File: src/rtl/fetch_ctrl_pkg.sv
// Shared types and constants for the instruction fetch controller.
package fetch_ctrl_pkg;

  localparam int unsigned InstrWidth = 32;

  // EBREAK stops fetching once it has been captured.
  localparam logic [InstrWidth-1:0] EbreakInstr = 32'h0010_0073;

  typedef enum logic [1:0] {
    StIdle = 2'd0,
    StRun  = 2'd1,
    StHalt = 2'd2
  } fetch_state_e;

endpackage

File: src/rtl/fetch_ctrl_if.sv
// Fetch controller bus: instruction memory port, redirect request, output
// handshake and status. master = fetch_ctrl side, slave = environment side.
interface fetch_ctrl_if #(
  parameter int unsigned ADDR_WIDTH = 12
);
  import fetch_ctrl_pkg::*;

  logic                  en;
  logic [ADDR_WIDTH-1:0] imem_addr;
  logic [InstrWidth-1:0] imem_instr;
  logic                  redirect_valid;
  logic [ADDR_WIDTH-1:0] redirect_pc;
  logic                  out_valid;
  logic                  out_ready;
  logic [InstrWidth-1:0] out_instr;
  logic [ADDR_WIDTH-1:0] out_pc;
  logic                  misalign_err;
  logic                  halted;
  logic [31:0]           fetch_count;

  modport master (
    input  en, imem_instr, redirect_valid, redirect_pc, out_ready,
    output imem_addr, out_valid, out_instr, out_pc, misalign_err, halted, fetch_count
  );

  modport slave (
    output en, imem_instr, redirect_valid, redirect_pc, out_ready,
    input  imem_addr, out_valid, out_instr, out_pc, misalign_err, halted, fetch_count
  );

endinterface

File: src/rtl/fetch_out_reg.sv
// Valid/ready output holding register for fetched instructions.
// flush wins over load; load wins over a plain acceptance.
module fetch_out_reg
  import fetch_ctrl_pkg::*;
#(
  parameter int unsigned ADDR_WIDTH = 12
) (
  input  logic                  clk,
  input  logic                  rst_n,
  input  logic                  flush,
  input  logic                  load,
  input  logic                  accept,
  input  logic [InstrWidth-1:0] in_instr,
  input  logic [ADDR_WIDTH-1:0] in_pc,
  output logic                  out_valid,
  output logic [InstrWidth-1:0] out_instr,
  output logic [ADDR_WIDTH-1:0] out_pc
);

  logic                  valid_q;
  logic [InstrWidth-1:0] instr_q;
  logic [ADDR_WIDTH-1:0] pc_q;

  // Capture a new instruction, drop it on flush, or empty it once consumed.
  always_ff @(posedge clk or negedge rst_n) begin
    if (!rst_n) begin
      valid_q <= 1'b0;
      instr_q <= '0;
      pc_q    <= '0;
    end else if (flush) begin
      valid_q <= 1'b0;
    end else if (load) begin
      valid_q <= 1'b1;
      instr_q <= in_instr;
      pc_q    <= in_pc;
    end else if (accept) begin
      valid_q <= 1'b0;
    end
  end

  assign out_valid = valid_q;
  assign out_instr = instr_q;
  assign out_pc    = pc_q;

endmodule

File: src/rtl/fetch_ctrl.sv
// Instruction fetch controller: pc register, IDLE/RUN/HALT FSM, redirect
// handling and a one-entry registered output stage.
// Optional feature: define FETCH_CTRL_PERF_EN to build the saturating
// accepted-instruction counter; otherwise fetch_count is tied to zero.
module fetch_ctrl
  import fetch_ctrl_pkg::*;
#(
  parameter int unsigned           ADDR_WIDTH = 12,
  parameter logic [ADDR_WIDTH-1:0] RESET_PC   = '0
) (
  input logic          clk,
  input logic          rst_n,
  fetch_ctrl_if.master bus
);

  localparam logic [ADDR_WIDTH-1:0] PcStep = ADDR_WIDTH'(4);

  fetch_state_e          state_q, state_d;
  logic [ADDR_WIDTH-1:0] pc_q, pc_d;
  logic                  misalign_q, misalign_d;
  logic                  fetch;
  logic                  accept;
  logic                  out_valid;

  assign accept = out_valid && bus.out_ready;

  // Next state, next pc and fetch strobe; a redirect overrides everything.
  always_comb begin
    state_d    = state_q;
    pc_d       = pc_q;
    misalign_d = misalign_q;
    fetch      = 1'b0;
    if (bus.redirect_valid) begin
      pc_d = {bus.redirect_pc[ADDR_WIDTH-1:2], 2'b00};
      if (bus.redirect_pc[1:0] != 2'b00) misalign_d = 1'b1;
      if (state_q == StHalt) state_d = StRun;
    end else begin
      unique case (state_q)
        StIdle: if (bus.en) state_d = StRun;
        StRun: begin
          if (!out_valid || bus.out_ready) begin
            fetch = 1'b1;
            pc_d  = pc_q + PcStep;
            if (bus.imem_instr == EbreakInstr) state_d = StHalt;
          end
        end
        StHalt: ;
        default: state_d = StIdle;
      endcase
    end
  end

  // State, pc and sticky misalignment flag.
  always_ff @(posedge clk or negedge rst_n) begin
    if (!rst_n) begin
      state_q    <= StIdle;
      pc_q       <= RESET_PC;
      misalign_q <= 1'b0;
    end else begin
      state_q    <= state_d;
      pc_q       <= pc_d;
      misalign_q <= misalign_d;
    end
  end

  fetch_out_reg #(
    .ADDR_WIDTH(ADDR_WIDTH)
  ) u_out_reg (
    .clk      (clk),
    .rst_n    (rst_n),
    .flush    (bus.redirect_valid),
    .load     (fetch),
    .accept   (accept),
    .in_instr (bus.imem_instr),
    .in_pc    (pc_q),
    .out_valid(out_valid),
    .out_instr(bus.out_instr),
    .out_pc   (bus.out_pc)
  );

`ifdef FETCH_CTRL_PERF_EN
  logic [31:0] count_q;

  // Count accepted transfers, sticking at all-ones.
  always_ff @(posedge clk or negedge rst_n) begin
    if (!rst_n) begin
      count_q <= '0;
    end else if (accept && (count_q != 32'hFFFF_FFFF)) begin
      count_q <= count_q + 32'd1;
    end
  end

  assign bus.fetch_count = count_q;
`else
  assign bus.fetch_count = 32'd0;
`endif

  assign bus.imem_addr    = pc_q;
  assign bus.out_valid    = out_valid;
  assign bus.misalign_err = misalign_q;
  assign bus.halted       = (state_q == StHalt);

endmodule

File: src/flat_wrapper.sv
// flat-port wrapper written by rule: the top's interface ports become plain ports
module fetch_ctrl_flat import fetch_ctrl_pkg::*;
#(
  parameter int unsigned           ADDR_WIDTH = 12,
  parameter logic [ADDR_WIDTH-1:0] RESET_PC   = '0
)
  (clk, rst_n, bus_en, bus_imem_instr, bus_redirect_valid, bus_redirect_pc, bus_out_ready, bus_imem_addr, bus_out_valid, bus_out_instr, bus_out_pc, bus_misalign_err, bus_halted, bus_fetch_count);
  fetch_ctrl_if #(.ADDR_WIDTH(ADDR_WIDTH)) bus_i ();
  input logic clk;
  input logic rst_n;
  input wire logic [$bits(bus_i.en)-1:0] bus_en;
  input wire logic [$bits(bus_i.imem_instr)-1:0] bus_imem_instr;
  input wire logic [$bits(bus_i.redirect_valid)-1:0] bus_redirect_valid;
  input wire logic [$bits(bus_i.redirect_pc)-1:0] bus_redirect_pc;
  input wire logic [$bits(bus_i.out_ready)-1:0] bus_out_ready;
  output wire logic [$bits(bus_i.imem_addr)-1:0] bus_imem_addr;
  output wire logic [$bits(bus_i.out_valid)-1:0] bus_out_valid;
  output wire logic [$bits(bus_i.out_instr)-1:0] bus_out_instr;
  output wire logic [$bits(bus_i.out_pc)-1:0] bus_out_pc;
  output wire logic [$bits(bus_i.misalign_err)-1:0] bus_misalign_err;
  output wire logic [$bits(bus_i.halted)-1:0] bus_halted;
  output wire logic [$bits(bus_i.fetch_count)-1:0] bus_fetch_count;
  assign bus_i.en = bus_en;
  assign bus_i.imem_instr = bus_imem_instr;
  assign bus_i.redirect_valid = bus_redirect_valid;
  assign bus_i.redirect_pc = bus_redirect_pc;
  assign bus_i.out_ready = bus_out_ready;
  assign bus_imem_addr = bus_i.imem_addr;
  assign bus_out_valid = bus_i.out_valid;
  assign bus_out_instr = bus_i.out_instr;
  assign bus_out_pc = bus_i.out_pc;
  assign bus_misalign_err = bus_i.misalign_err;
  assign bus_halted = bus_i.halted;
  assign bus_fetch_count = bus_i.fetch_count;
  fetch_ctrl #(.ADDR_WIDTH(ADDR_WIDTH), .RESET_PC(RESET_PC)) u_core (.clk(clk), .rst_n(rst_n), .bus(bus_i));
endmodule
File: config.mk
export PLATFORM = sky130hd
export DESIGN_NAME = fetch_ctrl_flat
export DESIGN_NICKNAME = d
export VERILOG_FILES = /design/src/rtl/fetch_ctrl_pkg.sv /design/src/rtl/fetch_ctrl_if.sv /design/src/rtl/fetch_out_reg.sv /design/src/rtl/fetch_ctrl.sv /design/src/flat_wrapper.sv
export SDC_FILE = /design/constraint.sdc
export NUM_CORES = 1
export LEC_CHECK = 0
export BUFFER_PORTS_ARGS = -buffer_cell sky130_fd_sc_hd__buf_4
export CORE_MARGIN = 2
export CORE_UTILIZATION = 40
export DETAILED_ROUTE_END_ITERATION = 8
export PLACE_DENSITY = 0.72
export SYNTH_ARGS = -nofsm -noshare
export SYNTH_HDL_FRONTEND = slang
export SYNTH_SLANG_ARGS = --single-unit
File: constraint.sdc
create_clock -name clk -period 2.64 [get_ports clk]
set_input_delay 0.132 -clock clk [delete_from_list [all_inputs] [get_ports clk]]
set_output_delay 0.132 -clock clk [all_outputs]
set_load 0.02 [all_outputs]
## Word-level counts from Yosys, hierarchy flattened

Index checks and enable logic that the tools add are counted.

- Register bits after elaboration: 60
- Output and inout bits: 91
- Logic and storage cells: 43

- Add/subtract/negate cells: 1
- Equal/unequal tests: 8
- Muxes and demuxes: 15
- Bitwise operators: 1
- Reduce and logical (&&, ||, !) cells: 12

Operators by type and width:

| kind | number |
|---|---|
| 2-to-1 mux 12 bit | 3 |
| == test 32 x 21 -> 1 bit, second input constant | 1 |
| adder 12 x 3 -> 12 bit, second input constant | 1 |
| 2-to-1 mux 2 bit | 5 |
| 2-to-1 mux 1 bit | 6 |
| != test 3 x 2 -> 1 bit, second input constant | 2 |
| one-hot mux 2 bit (3 select lines) | 1 |
| AND reduction 2 bit | 3 |
| nonzero test 2 bit | 3 |
| AND reduction 5 bit | 1 |
| != test 3 bit, second input constant | 1 |
| nonzero test 3 bit | 1 |
| == test 2 x 1 -> 1 bit, second input constant | 1 |
| == test 2 bit, second input constant | 1 |
| logical NOT 2 bit | 1 |
| != test 2 x 1 -> 1 bit, second input constant | 1 |
| != test 2 bit, second input constant | 1 |
| logical AND 1 bit | 1 |
| logical NOT 1 bit | 1 |
| logical OR 1 bit | 1 |
| NOT 1 bit | 1 |

## Longest topological paths before layout

Gate-level depths: netlist of the first run.

- Depth after elaboration: 7
- Gate-level depth with buffers: 5
- Gate-level depth less buffers: 5

## Modules after synthesis

Synthesis of the first run repeated with hierarchy kept, for this count alone.

- Cells, all modules: 231
- Area, all modules: 3022.9 um2

By module, submodules not included:

| module | times used | cells each | area each (um2) | seq. area each (um2) |
|---|---|---|---|---|
| fetch_out_reg | 1 | 98 | 1900.6 | 1126.1 |
| fetch_ctrl | 1 | 133 | 1122.3 | 325.3 |

## Worst setup path before layout of the first run

No wires, ideal clock.

- Kind: reg2reg
- From: register u_core.u_out_reg.valid_q, in the netlist u_core.u_out_reg.out_valid
- To: register u_core.u_out_reg.instr_q[18], in the netlist u_core.u_out_reg.out_instr[18]
- Setup time: 125 ps
- Arrival time: 1651 ps
- Path slack: 864 ps
- Stages on the path, launching flop included: 6
- Buffers on the path: 2
- Path through: dfrtp_1 > nor2b_1 > clkbuf_1 > nor3_2 > buf_2 > mux2_2

- Word-level cells in the longest chain between the ends: 6

RTL lines:

| what | line | text |
|---|---|---|
| from (decl) | fetch_out_reg.sv:20 | `logic valid_q;` |
| from (signal assigned) | fetch_out_reg.sv:27 | `valid_q <= 1'b0;` |
| from (signal assigned) | fetch_out_reg.sv:31 | `valid_q <= 1'b0;` |
| from (signal assigned) | fetch_out_reg.sv:33 | `valid_q <= 1'b1;` |
| logical NOT 1 bit | fetch_ctrl.sv:41 | `if (!out_valid \|\| bus.out_ready) begin` |
| logical OR 1 bit | fetch_ctrl.sv:41 |  |
| 2-to-1 mux 1 bit | fetch_ctrl.sv:41 |  |
| 2-to-1 mux 1 bit | fetch_ctrl.sv:38 | `unique case (state_q)` |
| 2-to-1 mux 1 bit | fetch_ctrl.sv:33 | `if (bus.redirect_valid) begin` |
| AND reduction 2 bit (no source line) | n/a |  |
| to (signal assigned) | fetch_out_reg.sv:34 | `instr_q <= in_instr;` |
| to (decl) | fetch_out_reg.sv:21 | `logic [InstrWidth-1:0] instr_q;` |

No other way between the ends.
A chain may end at the register's enable or synchronous reset.

## Final worst setup path of the first run

- From: register u_core.state_q[1]
- To: register u_core.u_out_reg.instr_q[27], in the netlist u_core.u_out_reg.out_instr[27]

- Word-level cells in the longest chain between the ends: 4

RTL lines:

| what | line | text |
|---|---|---|
| from (decl) | fetch_ctrl.sv:18 | `fetch_state_e state_q, state_d;` |
| from (signal assigned) | fetch_ctrl.sv:56 | `state_q <= StIdle;` |
| from (signal assigned) | fetch_ctrl.sv:60 | `state_q <= state_d;` |
| == test 2 x 1 -> 1 bit | fetch_ctrl.sv:38 |  |
| 2-to-1 mux 1 bit | fetch_ctrl.sv:38 |  |
| 2-to-1 mux 1 bit | fetch_ctrl.sv:33 |  |
| AND reduction 2 bit (no source line) | n/a |  |

No other way between the ends.

==> run metrics, run 1 <==
status completed; leak pwr roughly 1.6 nW; Total Routing Usage GR 0.156; RSZ-0062 raised after global routing false; post-route ant nets 0; area occupied by multi-input gates ~1100 µm²; post-synthesis register bit count 56; pre-CTS setup slack 0.701 ns; hold_buf cts 1; top_reg_cell synth dfrtp_1; CTS root buf clkbuf_8; Nets 373; number of synthesized flops with an enable pin 0; 1st-iter DRT viols 56; largest net degree at the start of global routing 57; CP delay by family, top simple AND/OR/NAND/NOR gates; die area 7320 µm²; Die Ht approximately 86 µm; worst slew pin tran about 0.70 ns; Remaining DRCs 0; WP data arrival roughly 2.2 ns; design area between 3000 and 4000 µm²; Synth Warn # 0; WP data required 2.84 ns; P per Cell Area 640 nW/µm²; worst setup slack after layout ~0.68 ns; Num CTS Buffers 5; crit path kind reg -> reg; Syn Inst Count between 200 and 250; Async SR Flop Fraction 1.00; DR vias/cell between 4 and 5; layout cells sized above 1 0.475; I/O pin count 140; min-delay worst type in -> reg; # port buffers roughly 100; Final Hold Violating Endpoints 0; DP HPWL ~4200 µm; Initial Utilization 0.417; Setup Skew 0.00744 ns; DR WL/cell 14.2 µm; first-pass GRT wire length between 9000 and 10000 µm; Netlist cell types 36; sequence of cells on the critical path nand2b_1 -> nor3_4 -> buf_4 -> mux2_2; Rows 29; Vias a little under 2000; clock sinks 56; core area 6390 µm²; Max Fclk ~510 MHz; n_diodes 0; clk_lat worst skew slightly above 0.3 ns; setup tns final 0 ns; register area around 1400 µm²; CP endpoint kind flop; Syn Area/Cell about 12 µm²; highest net fanout along the worst path 42; die width 85.6 µm; Pre-Repair DR Iteration Count 4; Setup Viol. Count Final 0; Setup Buffers After CTS 0; power after layout roughly 0.0022 W; WP buf/inv 1; Layout area overhead 31.1%; GP Congestion approximately 0.78; fill count 580; crit start category flop; Cell Area, Synth between 2000 and 3000 µm²; CTS Buffer Depth 2; max_slew headroom 0.535; sequential element share of the synthesized area 0.527; TritonCTS clock tree built; slowest stage delay, CP 0.47 ns; Max VDD drop approximately 420 µV; grt ovf 0; Clock H-tree levels 2; Slowest cell on crit path buf_4; final worst-path cycle share 0.744; Slew Limit Fails 0; Max Cap Violations 0; post-CTS sizing 0; number of antenna violations at the first check in global routing 0; CTS clock-pin slew for the worst setup and hold paths around 0.10 ns; post-route minimum period about 2.0 ns; Placed Cells 392; vias in the first global route about 1900; Total Wirelength 5690 µm; non-filler cells, final roughly 400; Placed Instance Area between 3000 and 4000 µm²
==> where the power goes <==
group          switching (W)  internal [W]
logic               0.000334      0.000292
registers          0.0000807      0.000969
clock network       0.000274      0.000282
==> stage by stage <==
| step | util | hold slack, ns |
|---|---|---|
| after floorplan | - | -0.164 |
| after global placement | 0.528 | 0.224 |
| after detailed placement | 0.528 | 0.231 |
| after CTS | 0.546 | 0.0160 |
| after global routing | 0.546 | 0.0214 |
| final | 0.546 | 0.0224 |
==> cells by family after synthesis <==
kind of cell               share of synthesized area
other                                        0.00141
buffers and inverters                          0.118
xor gates and xnor gates                      0.0230
and+or+nand+nor                                0.108
AOI/OAI and AO/OA                             0.0367
adders and majority gates                    0.00470
muxes                                          0.182
DFF                                            0.527
==> Yosys cell counts (all sizes together), types with 3 or more instances <==
cell / instances / share of area
buf: 40 / 0.11
clkbuf: 4 / 0.0056
dfrtp: 56 / 0.53
mux2: 42 / 0.18
nand2: 9 / 0.013
nand2b: 3 / 0.0071
nand3: 5 / 0.011
nand4: 4 / 0.0094
nor2: 5 / 0.0071
nor3: 4 / 0.0094
nor4: 7 / 0.016
nor4b: 3 / 0.0099
o21ai: 10 / 0.019
xnor2: 6 / 0.020
==> worst register-to-register path, delay by kind of cell, from the launching register on <==
kind / cells / cell delay, ns
and+or+nand+nor: 2 / 0.52
buffers and inverters: 1 / 0.47
DFF: 1 / 0.43
muxes: 1 / 0.43
==> sequential cells by signal (all words and copies together), names as in the netlist <==
name,cells
u_core.u_out_reg.out_valid,1
u_core.bus.imem_addr,10
u_core.bus.misalign_err,1
u_core.u_out_reg.out_pc,10
u_core.state_q,2
u_core.u_out_reg.out_instr,32
==> placed cells by master, fill, tap and decap left out, types with 3 or more instances in the layout <==
cell / n
dfrtp_1: 56
xnor2_1: 6
clkbuf_8: 5
o21ai_0: 10
nand4_1: 4
nor2_1: 5
nand2_1: 9
conb_1: 36
nor4b_1: 3
nand2b_1: 3
mux2_2: 40
nand3_1: 4
nor3_1: 3
buf_4: 104
nor4_1: 7
==> layout make-up <==
| class | instances | share of cell area |
|---|---|---|
| Clock buffer | 6 | 0.0208 |
| Clock inverter | 2 | 0.0100 |
| Tap cell | 77 | 0.0276 |
| Multi-Input combinational cell | 153 | 0.311 |
| Inverter | 2 | 0.00215 |
| Timing Repair Buffer | 105 | 0.227 |
| Sequential cell | 56 | 0.402 |
==> routing by layer <==
layer,wire length [µm],global-route usage
met2,2600,0.241
met1,2480,0.210
met4,53,0.0390
met5,0,0
met3,552,0.0587
==> final timing paths <==
check                                                    startpoint                                         end  slack [ns]  depth (start not counted)
worst min-delay path                             bus_redirect_pc[5]         u_core.bus.imem_addr[5]$_DFFE_PN0P_        0.02                          3
worst max register to register        u_core.state_q[1]$_DFFE_PN0P_  u_core.u_out_reg.out_instr[27]$_DFFE_PN0P_        0.68                          4
min in group asynchronous                                     rst_n      u_core.u_out_reg.out_pc[3]$_DFFE_PN0P_        0.40                          2
worst min register to register  u_core.bus.misalign_err$_DFFE_PN0P_         u_core.bus.misalign_err$_DFFE_PN0P_        0.49                          1
worst max-delay path                  u_core.state_q[1]$_DFFE_PN0P_  u_core.u_out_reg.out_instr[27]$_DFFE_PN0P_        0.68                          4
max in group asynchronous                                     rst_n   u_core.u_out_reg.out_instr[4]$_DFFE_PN0P_        1.76                          2
No activity file was read; power rests on OpenSTA's default activity.
==> inputs of run 2 (changes only) <==
ABC_AREA = 1   (was not set)
clock period = 1.9 ns   (was 2.64 ns; I/O delays follow)
==> run 2 against run 1 <==
Net effect:
- the run now ends with hold timing left
- hold slack worse by 0.024 ns
- total power grew to 2.6 times the previous value
- final cell count is 38% higher
- sequential cell count stayed put
- synthesized cell count is 54% higher
- sequential share of layout area is 4.1 points lower
- global-route usage is 3.2 points higher
- critical path type unchanged
==> run metrics, run 2 <==
post-route ant nets 0 (unchanged); Initial Utilization 0.408 (was 0.417); Synth Area in Adders 0.00456 (was 0.00470); Clock power frac 0.144 (was 0.249); Die Ht 86.8 µm (was 85.6 µm); CTS Buffer Depth 2 (unchanged); WHS Path Cells 3 (unchanged); dominant cell by count in the synthesized netlist nand2_1 (was dfrtp_1); largest net degree at the start of global routing 57 (unchanged); Slew Limit Fails 0 (unchanged); vias in the first global route 2418 (was 1890); sequential element share of the synthesized area 0.511 (was 0.527); Placed Instance Area 3450 µm² (was 3370 µm²); main combinational cell family by area after synthesis simple AND/OR/NAND/NOR gates (was multiplexers); setup tns final 0 ns (unchanged); post-synth top area share 0.511 (was 0.527); post-synthesis register bit count 56 (unchanged); grt ovf 0 (unchanged); top post-synthesis cells by area dfrtp_1 (51%), nand2_1 (18%), buf_4 (11%), nor2_1 (5.2%), nand3_1 (2.9%) (was dfrtp_1 (53%), mux2_2 (17%), buf_4 (10%), xnor2_1 (2.0%), o21ai_0 (1.9%)); highest-count cells in the layout ignoring fill and taps nand2_1 (130), buf_4 (104), dfrtp_1 (56) (was buf_4 (104), dfrtp_1 (56), mux2_2 (40)); Syn Area/Cell 8.09 µm² (was 12.1 µm²); WP data required 2.13 ns (was 2.84 ns); CTS clock-pin slew for the worst setup and hold paths 0.11 ns (was 0.10 ns); R2R depth 10 (was 4); core area 6720 µm² (was 6390 µm²); first-pass GRT wire length 11200 µm (was 9110 µm); Psw 0.00243 W (was 0.000689 W); Commonest cells post-synth nand2_1 (130), dfrtp_1 (56), buf_4 (39) (was dfrtp_1 (56), mux2_2 (40), buf_4 (36)); crit-path most repeated cell nand2_1; n_diodes 0 (unchanged); max_slew headroom 0.521 (was 0.535); R2R setup slack 0.25 ns (was 0.68 ns); crit start category flop (unchanged); crit path kind reg -> reg (unchanged); RSZ-0062 raised after global routing false (unchanged); Int Pwr 0.00327 W (was 0.00154 W); most common cell after layout, fill and taps aside nand2_1 (was buf_4); Netlist cell types 30 (was 36); I/O pin count 140 (unchanged); highest net fanout along the worst path 5 (was 42); WP data arrival 1.88 ns (was 2.16 ns); Clock H-tree levels 2 (unchanged); Layout area overhead 41.5% (was 31.1%); Total Wirelength 7100 µm (was 5690 µm); Pre-Repair DR Iteration Count 4 (unchanged); Cell Area, Synth 2740 µm² (was 2660 µm²); number of synthesized flops with an enable pin 0 (unchanged); clock sinks 56 (unchanged); complex-gate fraction of the synthesized area 0.0616 (was 0.0367); clk_lat worst skew 0.32 ns (was 0.31 ns); register share of total power 0.370 (was 0.470); GP Congestion 0.831 (was 0.778); Nets 522 (was 373); min-delay worst type in -> reg (unchanged); simple-gate area share of the yosys netlist 0.279 (was 0.108); Rows 30 (was 29); DR vias/cell 4.61 (was 4.85); die width 86.8 µm (was 85.6 µm); Vias 2549 (was 1944); number of antenna violations at the first check in global routing 0 (unchanged); P per Cell Area 1470 nW/µm² (was 640 nW/µm²); top_reg_cell synth dfrtp_1 (unchanged); final worst-path cycle share 0.869 (was 0.744); failing checks hold timing; Syn Inst Count 339 (was 220); Total Routing Usage GR 0.188 (was 0.156); DR WL/cell 12.8 µm (was 14.2 µm); Comb pwr share 0.485 (was 0.281); leak pwr 2.11 nW (was 1.64 nW); TritonCTS clock tree built (unchanged); sequence of cells on the critical path ha_1 -> nand3_1 -> nor2_1 -> nand2_1 -> nor2_1 -> nand2_1 -> nand2_1 -> nand3_1 -> nand2_1 -> nand2_1 (was nand2b_1 -> nor3_4 -> buf_4 -> mux2_2); WHS -0.00191 ns (was 0.0224 ns); Setup Skew 0.0191 ns (was 0.00744 ns); Placed Cells 514 (was 392); fill count 639 (was 580); CTS root buf clkbuf_8 (unchanged); Sw Share 0.426 (was 0.309); Num CTS Buffers 5 (unchanged); status finished with violations (was completed); slowest stage delay, CP 0.44 ns (was 0.47 ns); worst slew pin tran 0.719 ns (was 0.698 ns); design area 3880 µm² (was 3490 µm²); non-filler cells, final 553 (was 401); xor/xnor cell area share of the yosys netlist 0.00319 (was 0.0230); Max Cap Violations 0 (unchanged); Async SR Flop Fraction 1.00 (unchanged); Final Hold Violating Endpoints 1 (was 0); Max VDD drop 747 µV (was 419 µV); leading area contributor after synthesis dfrtp_1 (unchanged); post-CTS sizing 0 (unchanged); post-route minimum period 1.65 ns (was 1.96 ns); # port buffers 103 (unchanged); layout cells sized above 1 0.256 (was 0.475); die area 7540 µm² (was 7320 µm²); 1st-iter DRT viols 117 (was 56); Remaining DRCs 0 (unchanged); Slowest cell on crit path dfrtp_1 (was buf_4); Largest register FFs 32 (unchanged); CP endpoint kind flop (unchanged); Synth Warn # 0 (unchanged); DP HPWL 4960 µm (was 4220 µm); Max Fclk 606 MHz (was 509 MHz); mux share of post-synthesis cell area 0 (was 0.182); Setup Viol. Count Final 0 (unchanged)
run 2: cells by family (layout without fill, tap and decap cells):
group,count (synthesis),count (layout)
and+or+nand+nor,191,191
buffers and inverters,61,160
DFF,56,56
AOI/OAI and AO/OA,28,28
adders and majority gates,1,1
other,1,36
xor gates and xnor gates,1,1
run 2: metrics by stage:
step	total power, W	setup slack [ns]	utilization
2_1_floorplan	0.00371	0.354	-
3_3_place_gp	0.00479	0.337	0.514
3_5_place_dp	0.00486	0.286	0.514
4_1_cts	0.00574	0.269	0.577
5_1_grt	0.00610	0.0740	0.578
6_report	0.00570	0.249	0.578
run 2: critical path: cells and delay by family (launching register included):
kind          cells  cell delay, ns
simple gates      9            0.89
flops             1            0.44
fa+ha+maj         1            0.21
run 2: area by class of cell:
class	instances	area [µm²]	share of cell area
flip-flops and latches	56	1400	0.361
multi-input cells	257	1090	0.281
repair buffers	136	1110	0.286
clock buffers	6	82.6	0.0213
well taps	80	100	0.0258
inverters	16	60.1	0.0155
clock inverters	2	38.8	0.00999
run 2: path summary, 6_finish.rpt:
check                                                           start                                         end
max in group asynchronous                                       rst_n  u_core.u_out_reg.out_instr[12]$_DFFE_PN0P_
min in group asynchronous                                       rst_n         u_core.bus.imem_addr[2]$_DFFE_PN0P_
max                               u_core.bus.imem_addr[2]$_DFFE_PN0P_        u_core.bus.imem_addr[10]$_DFFE_PN0P_
min                                                bus_imem_instr[23]  u_core.u_out_reg.out_instr[23]$_DFFE_PN0P_
min reg2reg                u_core.u_out_reg.out_instr[12]$_DFFE_PN0P_  u_core.u_out_reg.out_instr[12]$_DFFE_PN0P_
max reg2reg                       u_core.bus.imem_addr[2]$_DFFE_PN0P_        u_core.bus.imem_addr[10]$_DFFE_PN0P_
run 2: repair_timing:
action / 4_1_cts / 5_1_grt
endpoints found under the hold margin: 85 / 1
setup buffers: 0 / 0
hold buffers: 30 / 1
run 2: power by group through the flow:
stage	clock network [W]	registers, W	logic, W
after global routing	0.000895	0.00218	0.00302
after CTS	0.000848	0.00211	0.00278
final	0.000823	0.00211	0.00276
after detailed placement	0	0.00213	0.00273
after floorplan	0	0.00268	0.00103
after global placement	0	0.00211	0.00268
run 2: layer usage:
metal  global-route usage  share of wire
met3               0.0419          0.070
met5                    0              0
met2                0.315           0.50
met1                0.246           0.42
met4               0.0483          0.011
==> inputs of run 3 (changes only) <==
ABC_AREA = 0   (was 1)
==> run 3 against run 2 <==
Net effect:
- the run now ends clean
- total power fell by 47%
- critical path depth fell by 6
- non-clock buffer count fell by 21
- final area fell by 8.0%
- core utilization fell by 1.8 points
- die area fell by 2.9%
- sequential share of layout area rose by 3.1 points
- hold slack improved by 0.014 ns
- count of clock-buffer cells in the layout fell by 1
- maximum frequency fell by 4.3%
- sequential cell count did not move
- wire length fell by 17%
- largest power group is now registers
==> run metrics, run 3 (synthesis gave the netlist of run 1 again) <==
status completed (was finished with violations); die area 7320 µm² (was 7540 µm²); most common cell after layout, fill and taps aside buf_4 (was nand2_1); I/O pin count 140 (unchanged); leak pwr 1.68 nW (was 2.11 nW); Setup Skew 0.00845 ns (was 0.0191 ns); WHS 0.0118 ns (was -0.00191 ns); Rows 29 (was 30); Psw 0.000981 W (was 0.00243 W); n_diodes 0 (unchanged); CTS root buf clkbuf_8 (unchanged); post-route ant nets 0 (unchanged); CTS clock-pin slew for the worst setup and hold paths 0.10 ns (was 0.11 ns); DR vias/cell 4.89 (was 4.61); WP data required 2.13 ns (about the same); CP endpoint kind flop (unchanged); Pre-Repair DR Iteration Count 4 (unchanged); highest net fanout along the worst path 6 (was 5); Clock H-tree levels 2 (unchanged); Initial Utilization 0.417 (was 0.408); Max Fclk 579 MHz (was 606 MHz); layout cells sized above 1 0.476 (was 0.256); first-pass GRT wire length 9790 µm (was 11200 µm); post-route minimum period 1.73 ns (was 1.65 ns); Max Cap Violations 0 (unchanged); die width 85.6 µm (was 86.8 µm); Remaining DRCs 0 (unchanged); number of antenna violations at the first check in global routing 0 (unchanged); core area 6390 µm² (was 6720 µm²); clk_lat worst skew 0.30 ns (was 0.32 ns); # port buffers 103 (unchanged); Clock power frac 0.220 (was 0.144); final worst-path cycle share 0.908 (was 0.869); Die Ht 85.6 µm (was 86.8 µm); RSZ-0062 raised after global routing false (unchanged); crit path kind reg -> reg (unchanged); Comb pwr share 0.300 (was 0.485); Slew Limit Fails 0 (unchanged); power after layout 0.00302 W (was 0.00570 W); DP HPWL 4410 µm (was 4960 µm); Layout area overhead 34.3% (was 41.5%); P per Cell Area 844 nW/µm² (was 1470 nW/µm²); TritonCTS clock tree built (unchanged); post-CTS sizing 0 (unchanged); max_slew headroom 0.526 (was 0.521); WP data arrival 1.96 ns (was 1.88 ns); Final Hold Violating Endpoints 0 (was 1); GP Congestion 0.782 (was 0.831); Total Routing Usage GR 0.166 (was 0.188); Setup Buffers After CTS 0 (unchanged); Vias 2009 (was 2549); clock sinks 56 (unchanged); Max VDD drop 521 µV (was 747 µV); hold_buf cts 7 (was 30); CTS Buffer Depth 2 (unchanged); grt ovf 0 (unchanged); Total Wirelength 5910 µm (was 7100 µm); highest-count cells in the layout ignoring fill and taps buf_4 (107), dfrtp_1 (56), mux2_2 (40) (was nand2_1 (130), buf_4 (104), dfrtp_1 (56)); Nets 383 (was 522); Sw Share 0.325 (was 0.426); 1st-iter DRT viols 87 (was 117); crit start category flop (unchanged); Int Pwr 0.00204 W (was 0.00327 W); DR WL/cell 14.4 µm (was 12.8 µm); largest net degree at the start of global routing 57 (unchanged); min-delay worst type in -> reg (unchanged); vias in the first global route 2015 (was 2418); register share of total power 0.480 (was 0.370); Largest register FFs 32 (unchanged); worst slew pin tran 0.711 ns (was 0.719 ns); Setup Viol. Count Final 0 (unchanged); Num CTS Buffers 5 (unchanged); setup tns final 0 ns (unchanged)
==> run 3: cell types whose count changed in the layout (fill, tap and decap cells not counted), moves of 4 or more <==
cell / previous run / this run
mux2_2: 0 / 40
nor2_1: 38 / 5
dlygate4sd3_1: 31 / 7
xnor2_1: 1 / 6
nor4_1: 0 / 7
inv_2: 4 / 0
inv_1: 12 / 2
nand3_1: 16 / 4
nand2_1: 130 / 9
o21ai_1: 13 / 0
o21ai_0: 2 / 10
==> run 3: path summary, 6_finish.rpt <==
kind / startpoint / endpoint / slack (ns) / depth (start not counted)
setup / recovery: u_core.state_q[1]$_DFFE_PN0P_ / u_core.bus.imem_addr[9]$_DFFE_PN0P_ / 0.17 / 4
hold / removal: bus_redirect_pc[4] / u_core.bus.imem_addr[4]$_DFFE_PN0P_ / 0.01 / 3
setup reg to reg: u_core.state_q[1]$_DFFE_PN0P_ / u_core.bus.imem_addr[9]$_DFFE_PN0P_ / 0.17 / 4
hold reg to reg: u_core.bus.misalign_err$_DFFE_PN0P_ / u_core.bus.misalign_err$_DFFE_PN0P_ / 0.49 / 1
max in group asynchronous: rst_n / u_core.bus.imem_addr[11]$_DFFE_PN0P_ / 1.05 / 2
min in group asynchronous: rst_n / u_core.bus.misalign_err$_DFFE_PN0P_ / 0.37 / 2
==> run 3: power by group through the flow <==
stage / clock, W / sequential [W] / combinational, W
after floorplan: 0 / 0.00166 / 0.000336
after global placement: 0 / 0.00147 / 0.000887
after detailed placement: 0 / 0.00147 / 0.000903
after CTS: 0.000694 / 0.00145 / 0.000915
after global routing: 0.000736 / 0.00148 / 0.000971
final: 0.000664 / 0.00145 / 0.000904
==> run 3: area by class of cell <==
type | count | area (µm²)
Timing Repair Buffer | 115 | 893
Fill cell | 559 | 2810
Tap cell | 77 | 96.3
Inverter | 2 | 7.51
Clock inverter | 3 | 22.5
Sequential cell | 56 | 1400
Multi-Input combinational cell | 153 | 1080
Clock buffer | 5 | 68.8
==> run 3: per-stage QoR <==
| step | cell area (µm²) | utilization | worst slack, ns | instances |
|---|---|---|---|---|
| final | 3570 | 0.560 | 0.174 | 411 |
| after global routing | 3570 | 0.560 | 0.0655 | 411 |
| after CTS | 3570 | 0.560 | 0.160 | 411 |
| after detailed placement | 3410 | 0.534 | 0.200 | 396 |
| after global placement | 3410 | 0.534 | 0.237 | 396 |
| after floorplan | 2790 | - | 0.124 | 255 |
==> run 3: layer usage <==
layer / track usage / up-vias / share of wire
met5: 0 / - / 0
met1: 0.217 / 990 / 0.42
li1: - / 925 / -
met3: 0.0587 / 2 / 0.088
met2: 0.270 / 92 / 0.49
met4: 0.0317 / 0 / 0.0030
==> run 3: critical path: stages, from the launching register on <==
cell	delay, ns
dfrtp_1	0.43
and2b_1	0.25
nand4_1	0.14
or4_2	0.66
a31oi_1	0.17
